==> src/rtl/vga_timing_pkg.sv <==
`default_nettype none
// ============================================================================
// Module   : vga_timing_pkg
// Purpose  : 640x480@60 timing constants, receiver FSM state encoding and
//            the sync polarity normalisation helper.
// Revision : 1.0 - initial release
// ============================================================================
package vga_timing_pkg;

    localparam int CNT_W        = 10;

    localparam int VGA_H_TOTAL  = 800;
    localparam int VGA_H_SYNC   = 96;
    localparam int VGA_H_BACK   = 48;
    localparam int VGA_H_ACTIVE = 640;

    localparam int VGA_V_TOTAL  = 525;
    localparam int VGA_V_SYNC   = 2;
    localparam int VGA_V_BACK   = 33;
    localparam int VGA_V_ACTIVE = 480;

    typedef enum logic [1:0] {
        ST_SEARCH  = 2'd0,
        ST_ACQUIRE = 2'd1,
        ST_LOCKED  = 2'd2
    } sync_state_t;

    // Returns 1 when the raw pin level means "sync asserted".
    function automatic logic sync_asserted(input logic raw, input logic active_low);
        return raw ^ active_low;
    endfunction

endpackage
`default_nettype wire

==> src/rtl/sync_edge_detect.sv <==
`default_nettype none
// ============================================================================
// Module   : sync_edge_detect
// Purpose  : Registers one sync input, normalises it to active-high and
//            flags the assertion edge (current sample asserted, previous not).
// Ports    : clk, reset (sync, active-high), sync_in (raw pin),
//            edge_pulse (combinational, valid for one cycle per assertion)
// Revision : 1.0 - initial release
// ============================================================================
module sync_edge_detect
    import vga_timing_pkg::*;
#(
    parameter logic ACTIVE_LOW = 1'b1
) (
    input  logic clk,
    input  logic reset,
    input  logic sync_in,
    output logic edge_pulse
);

    logic r_sample;
    logic r_prev;

    // Both history stages hold the normalised (deasserted = 0) level.
    always_ff @(posedge clk) begin
        if (reset) begin
            r_sample <= 1'b0;
            r_prev   <= 1'b0;
        end else begin
            r_sample <= sync_asserted(sync_in, ACTIVE_LOW);
            r_prev   <= r_sample;
        end
    end

    assign edge_pulse = r_sample & ~r_prev;

endmodule
`default_nettype wire

==> src/rtl/vga_sync_receiver.sv <==
`default_nettype none
// ============================================================================
// Module   : vga_sync_receiver
// Purpose  : Recovers pixel position from incoming VGA hsync/vsync, checks
//            line/frame lengths and reports lock state.
// Ports    : clk, reset (sync, active-high), vga_h_sync, vga_v_sync,
//            CounterX/CounterY (visible column/row), inDisplayArea, locked,
//            frame_start, h_err, v_err (1-cycle pulses), err_count
// Config   : define VGA_SYNC_STATS_EN to build the saturating error counter;
//            otherwise err_count is tied to zero.
// Revision : 1.0 - initial release
// ============================================================================
module vga_sync_receiver
    import vga_timing_pkg::*;
#(
    parameter int H_TOTAL         = VGA_H_TOTAL,
    parameter int H_SYNC          = VGA_H_SYNC,
    parameter int H_BACK          = VGA_H_BACK,
    parameter int H_ACTIVE        = VGA_H_ACTIVE,
    parameter int V_TOTAL         = VGA_V_TOTAL,
    parameter int V_SYNC          = VGA_V_SYNC,
    parameter int V_BACK          = VGA_V_BACK,
    parameter int V_ACTIVE        = VGA_V_ACTIVE,
    parameter int SYNC_ACTIVE_LOW = 1
) (
    input  logic        clk,
    input  logic        reset,
    input  logic        vga_h_sync,
    input  logic        vga_v_sync,
    output logic [9:0]  CounterX,
    output logic [9:0]  CounterY,
    output logic        inDisplayArea,
    output logic        locked,
    output logic        frame_start,
    output logic        h_err,
    output logic        v_err,
    output logic [15:0] err_count
);

    localparam logic [CNT_W-1:0] c_cnt_max  = '1;
    localparam logic [CNT_W-1:0] c_h_last   = CNT_W'(H_TOTAL - 1);
    localparam logic [CNT_W-1:0] c_v_last   = CNT_W'(V_TOTAL - 1);
    localparam logic [CNT_W-1:0] c_h_start  = CNT_W'(H_SYNC + H_BACK);
    localparam logic [CNT_W-1:0] c_h_end    = CNT_W'(H_SYNC + H_BACK + H_ACTIVE);
    localparam logic [CNT_W-1:0] c_v_start  = CNT_W'(V_SYNC + V_BACK);
    localparam logic [CNT_W-1:0] c_v_end    = CNT_W'(V_SYNC + V_BACK + V_ACTIVE);

    logic             w_h_edge;
    logic             w_v_edge;
    logic [CNT_W-1:0] r_hcnt;
    logic [CNT_W-1:0] r_vcnt;
    sync_state_t      r_state;
    sync_state_t      w_state_next;
    logic             w_h_bad;
    logic             w_v_bad;
    logic             w_report;
    logic             w_in_window;
    logic             r_h_err;
    logic             r_v_err;
    logic             r_frame_start;
    logic             r_in_display;
    logic [9:0]       r_counter_x;
    logic [9:0]       r_counter_y;

    sync_edge_detect #(.ACTIVE_LOW(SYNC_ACTIVE_LOW != 0)) u_h_edge (
        .clk        (clk),
        .reset      (reset),
        .sync_in    (vga_h_sync),
        .edge_pulse (w_h_edge)
    );

    sync_edge_detect #(.ACTIVE_LOW(SYNC_ACTIVE_LOW != 0)) u_v_edge (
        .clk        (clk),
        .reset      (reset),
        .sync_in    (vga_v_sync),
        .edge_pulse (w_v_edge)
    );

    // Position counters; both saturate so a dead input cannot wrap into a
    // plausible-looking count.
    always_ff @(posedge clk) begin
        if (reset) begin
            r_hcnt <= '0;
            r_vcnt <= '0;
        end else begin
            if (w_h_edge)
                r_hcnt <= '0;
            else if (r_hcnt != c_cnt_max)
                r_hcnt <= r_hcnt + 1'b1;

            if (w_v_edge)
                r_vcnt <= '0;
            else if (w_h_edge && (r_vcnt != c_cnt_max))
                r_vcnt <= r_vcnt + 1'b1;
        end
    end

    // A missing hsync is reported once, on the step into saturation.
    assign w_h_bad = (w_h_edge && (r_hcnt != c_h_last)) ||
                     (!w_h_edge && (r_hcnt == c_cnt_max - 1'b1));
    assign w_v_bad = w_v_edge && (r_vcnt != c_v_last);

    // While searching the counters are not yet aligned, so length errors
    // are meaningless and stay silent.
    assign w_report = (r_state != ST_SEARCH);

    always_ff @(posedge clk) begin
        if (reset) begin
            r_state       <= ST_SEARCH;
            r_h_err       <= 1'b0;
            r_v_err       <= 1'b0;
            r_frame_start <= 1'b0;
        end else begin
            r_state       <= w_state_next;
            r_h_err       <= w_report && w_h_bad;
            r_v_err       <= w_report && w_v_bad;
            r_frame_start <= w_v_edge;
        end
    end

    always_comb begin
        w_state_next = r_state;
        case (r_state)
            ST_SEARCH: begin
                if (w_v_edge)
                    w_state_next = ST_ACQUIRE;
            end
            ST_ACQUIRE: begin
                // Errors from earlier in the frame already sent us to
                // SEARCH; only the closing edge itself still needs vetting.
                if (r_h_err || r_v_err)
                    w_state_next = ST_SEARCH;
                else if (w_v_edge && !w_h_bad && !w_v_bad)
                    w_state_next = ST_LOCKED;
            end
            ST_LOCKED: begin
                if (r_h_err || r_v_err)
                    w_state_next = ST_SEARCH;
            end
            default: w_state_next = ST_SEARCH;
        endcase
    end

    assign w_in_window = (r_hcnt >= c_h_start) && (r_hcnt < c_h_end) &&
                         (r_vcnt >= c_v_start) && (r_vcnt < c_v_end);

    always_ff @(posedge clk) begin
        if (reset) begin
            r_in_display <= 1'b0;
            r_counter_x  <= '0;
            r_counter_y  <= '0;
        end else begin
            r_in_display <= w_in_window && (r_state == ST_LOCKED);
            r_counter_x  <= w_in_window ? (r_hcnt - c_h_start) : '0;
            r_counter_y  <= w_in_window ? (r_vcnt - c_v_start) : '0;
        end
    end

`ifdef VGA_SYNC_STATS_EN
    logic [15:0] r_err_count;
    logic [1:0]  w_err_inc;
    logic [16:0] w_err_sum;

    assign w_err_inc = {1'b0, r_h_err} + {1'b0, r_v_err};
    assign w_err_sum = {1'b0, r_err_count} + {15'd0, w_err_inc};

    always_ff @(posedge clk) begin
        if (reset)
            r_err_count <= '0;
        else if (w_err_sum[16])
            r_err_count <= '1;
        else
            r_err_count <= w_err_sum[15:0];
    end

    assign err_count = r_err_count;
`else
    assign err_count = '0;
`endif

    assign CounterX      = r_counter_x;
    assign CounterY      = r_counter_y;
    assign inDisplayArea = r_in_display;
    assign locked        = (r_state == ST_LOCKED);
    assign frame_start   = r_frame_start;
    assign h_err         = r_h_err;
    assign v_err         = r_v_err;

endmodule
`default_nettype wire
==> config.mk <==
export PLATFORM = sky130hd
export DESIGN_NAME = vga_sync_receiver
export DESIGN_NICKNAME = d
export VERILOG_FILES = /design/src/rtl/vga_timing_pkg.sv /design/src/rtl/sync_edge_detect.sv /design/src/rtl/vga_sync_receiver.sv
export SDC_FILE = /design/constraint.sdc
export NUM_CORES = 1
export LEC_CHECK = 0
export CELL_PAD_IN_SITES_DETAIL_PLACEMENT = 0
export CELL_PAD_IN_SITES_GLOBAL_PLACEMENT = 1
export CORE_MARGIN = 1.5
export CORE_UTILIZATION = 40
export DETAILED_ROUTE_END_ITERATION = 10
export HOLD_SLACK_MARGIN = 0.12
export PLACE_DENSITY = 0.9
export SLEW_MARGIN = 20
export SYNTH_ARGS = -nofsm -noshare
export SYNTH_HDL_FRONTEND = slang
export SYNTH_SLANG_ARGS = --single-unit
==> constraint.sdc <==
create_clock -name clk -period 1.9 [get_ports clk]
set_input_delay 0.475 -clock clk [delete_from_list [all_inputs] [get_ports clk]]
set_output_delay 0.475 -clock clk [all_outputs]
set_load 0.01 [all_outputs]
==> impl_metrics.py <==
metrics = {
    "yosys": {
        "avgSynthCellArea_um2": 9.13,
        "synth.largest_area_cell": "dfxtp_1",
        "synthArstFlopShare": 0,
        "yosysTopAreaCellShare": 0.396,
        "netlist_instances": 277,
        "synth.most_common_cell": "dfxtp_1",
        "yosysUniqueCellTypes": 51,
        "ys.flop_type": "dfxtp_1",
        "ys_seq_elements": 50,
        "netlist_area_um2": 2530,
        "ys_top_cells_by_area": "dfxtp_1 40%, xnor2_1 5.2%, buf_4 5.0%, ha_1 4.0%, nor3_1 4.0%",
        "synth_fa_ha_area_frac": 0.0396,
        "synth_edf_count": 0,
        "synth_top_family_by_area": "simple AND/OR/NAND/NOR gates",
        "ys_seq_area_frac": 0.396,
        "muxShareOfSynthArea": 0.00792,
        "ys_warn_count": 0,
        "synth_xor_area_frac": 0.0589,
        "synth_common_cells": "50 x dfxtp_1, 20 x nor3_1, 19 x nor2_1, 17 x buf_4, 16 x a21oi_1",
        "synth-simple-area-share": 0.277,
        "synth_compound_area_frac": 0.109,
    },
    "detailed_routing": {
        "drcViolationCount": 0,
        "routed_wl_mm": 4.99,
        "firstDrtPassIters": 4,
        "postRouteAntennaNets": 0,
        "wire_per_inst_um": 13.1,
        "drt_iter0_drc": 126,
        "via_count": 1923,
        "vias_per_cell": 5.05,
    },
    "clocking": {
        "cts-buffers-inserted": 5,
        "cts_tree": "built",
        "cts.sinks": 50,
        "htreeDepth": 2,
        "cts.clk_slew.worst_paths_ns": 0.09,
        "clockRootBuffer": "clkbuf_8",
        "cts.path.max_buffers": 2,
        "postCtsSetupBuffers": 0,
        "clk_latency_ns": 0.30,
    },
    "grt": {
        "grt.total_usage": 0.159,
        "grt_max_degree": 22,
        "gr-total-overflow": 0,
        "antenna_found_initial": 0,
        "grt_pass1_wl_mm": 8.31,
        "grt_pass1_vias": 1797,
    },
    "hold_path": {
        "min-delay-start": "r_hcnt[4]$_SDFFE_PP0P_",
        "hp-class": "register to register",
        "hold_end": "CounterX[4]$_SDFF_PP0_",
        "hold_path_depth": 1,
    },
    "floorplanning": {
        "initial_utilization": 0.420,
        "ios": 45,
        "core_area_um2": 6030,
        "fp.dieW_um": 82.5,
        "num_rows": 28,
        "dieArea_um2": 6810,
        "fp.dieH_um": 82.5,
    },
    "sta": {
        "hold_viol": 0,
        "tightest_slew_ns": 0.536,
        "fin_setup_tns_ns": 0,
        "fmax_mhz": 577,
        "rsz0062_at_grt": "no",
        "maxSlewViolCount": 0,
        "finalCritPeriodShare": 0.912,
        "clock_skew_ns": 0.00393,
        "setup_slack_ns": 0.167,
        "slew_headroom": 0.639,
        "fin_crit_ns": 1.73,
        "setup_violations": 0,
    },
    "layout": {
        "nFillCells": 575,
        "n_antenna_cell": 0,
        "fin_util": 0.494,
        "area_growth_pct": 17.8,
        "drive_gt1_frac": 0.137,
        "nets": 317,
        "layout.cells.non_filler": 381,
    },
    "place": {
        "globalplace.congestion": 0.823,
        "placedCellCount": 373,
        "dpl_worst_slack_ns": 0.0632,
        "port-buffer-count": 28,
        "hpwl_mm": 3.68,
    },
    "run_status": {
        "status": "finished, final reports clean",
    },
    "critical_path": {
        "cp-start-kind": "register",
        "cp.required_ns": 2.13,
        "r2r-start": "r_hcnt[5]$_SDFFE_PP0P_",
        "ff2ff_path_depth": 7,
        "cp-end-kind": "register",
        "worstSetupPathType": "register to register",
        "cp.arrival_ns": 1.97,
        "rrSetupSlack_ns": 0.17,
        "reg2reg_to": "CounterY[6]$_SDFF_PP0_",
        "cp_max_fo": 14,
    },
    "pwr": {
        "ir_drop_uv": 510,
        "power_leakage_nw": 1.06,
        "powerDensity_nw_per_um2": 686,
    },
    "job": {
        "max_cap_viol_count": 0,
    },
}
[layer usage]
layer	track usage	wire length (um)	up-vias
met5	0	0	-
met4	0.0450	71	0
met3	0.0363	250	7
met2	0.265	2290	57
met1	0.206	2380	861
li1	-	-	998
[placed cells by master (no fill, tap or decap), types with 10 or more instances in the layout]
master           netlist  final
conb_1                 1     16
dfxtp_1               50     49
nor3_1                20     20
clkdlybuf4s50_1        0     27
a21oi_1               16     16
nand2_1               11     11
inv_1                 10     10
buf_4                 17     14
nor2_1                19     19
xnor2_1               15     15
[logic make-up after synthesis]
kind of cell,after synthesis
simple gates,112
flops,50
buf+inv,47
compound gates,40
xor+xnor,17
fa+ha+maj,8
mux,2
other cells,1
[critical path, cell delays in order (launching register included)]
cell and delay, ns:
dfxtp_1 0.41, inv_1 0.10, ha_1 0.24, nand2b_1 0.11
a211oi_1 0.09, a211o_1 0.33, buf_4 0.21, nor3_2 0.19
[sequential cells by signal, indices dropped and copies added (netlist names)]
| signal | flops |
|---|---|
| u_v_edge.r_sample | 1 |
| u_v_edge.r_prev | 1 |
| h_err | 1 |
| r_vcnt | 10 |
| r_hcnt | 10 |
| CounterX | 10 |
| v_err | 1 |
| frame_start | 1 |
| u_h_edge.r_sample | 1 |
| inDisplayArea | 1 |
| CounterY | 10 |
| r_state | 2 |
| u_h_edge.r_prev | 1 |
[per-stage QoR]
stage | hold WS (ns) | power [mW] | cell area (um^2)
2_1_floorplan | 0.453 | 1.18 | 2580
3_3_place_gp | 0.471 | 1.19 | 2840
3_5_place_dp | 0.474 | 1.19 | 2840
4_1_cts | 0.487 | 2.06 | 2980
5_1_grt | 0.491 | 2.13 | 2980
6_report | 0.468 | 2.04 | 2980
[worst max-delay path by stage]
stage	from	end	slack (ns)
floorplan	r_vcnt[0]$_SDFFE_PP0P_	CounterX[2]$_SDFF_PP0_	0.25
global placement	reset	CounterY[0]$_SDFF_PP0_	0.07
detailed placement	reset	r_state[0]$_SDFFE_PP0P_	0.06
CTS	r_hcnt[4]$_SDFFE_PP0P_	CounterY[6]$_SDFF_PP0_	0.14
global route	r_hcnt[5]$_SDFFE_PP0P_	CounterY[9]$_SDFF_PP0_	0.001
finish	r_hcnt[5]$_SDFFE_PP0P_	CounterY[6]$_SDFF_PP0_	0.17
[where the power goes]
| group | total [mW] | internal, mW | leakage, nW | switching, mW |
|---|---|---|---|---|
| clock network | 0.880 | 0.527 | 0.0683 | 0.353 |
| logic | 0.0918 | 0.0353 | 0.591 | 0.0566 |
| registers | 1.07 | 1.06 | 0.405 | 0.0123 |
[area by class of cell]
type	count	area, um^2	share of cell area
clock inverter	3	68.8	0.0231
inverter	10	37.5	0.0126
sequential	50	1000	0.336
clock buffer	5	68.8	0.0231
timing repair buffer	43	404	0.136
tap	75	93.8	0.0315
multi-input combinational	195	1300	0.438
[what timing repair did]
action / in CTS / in global routing
endpoints found under the setup margin: 1 / 2
resized for setup: 1 / 1
gates cloned: 0 / 0
pin swaps: 0 / 0
hold buffers: 0 / 0
No activity file was read; power rests on OpenSTA's default activity.
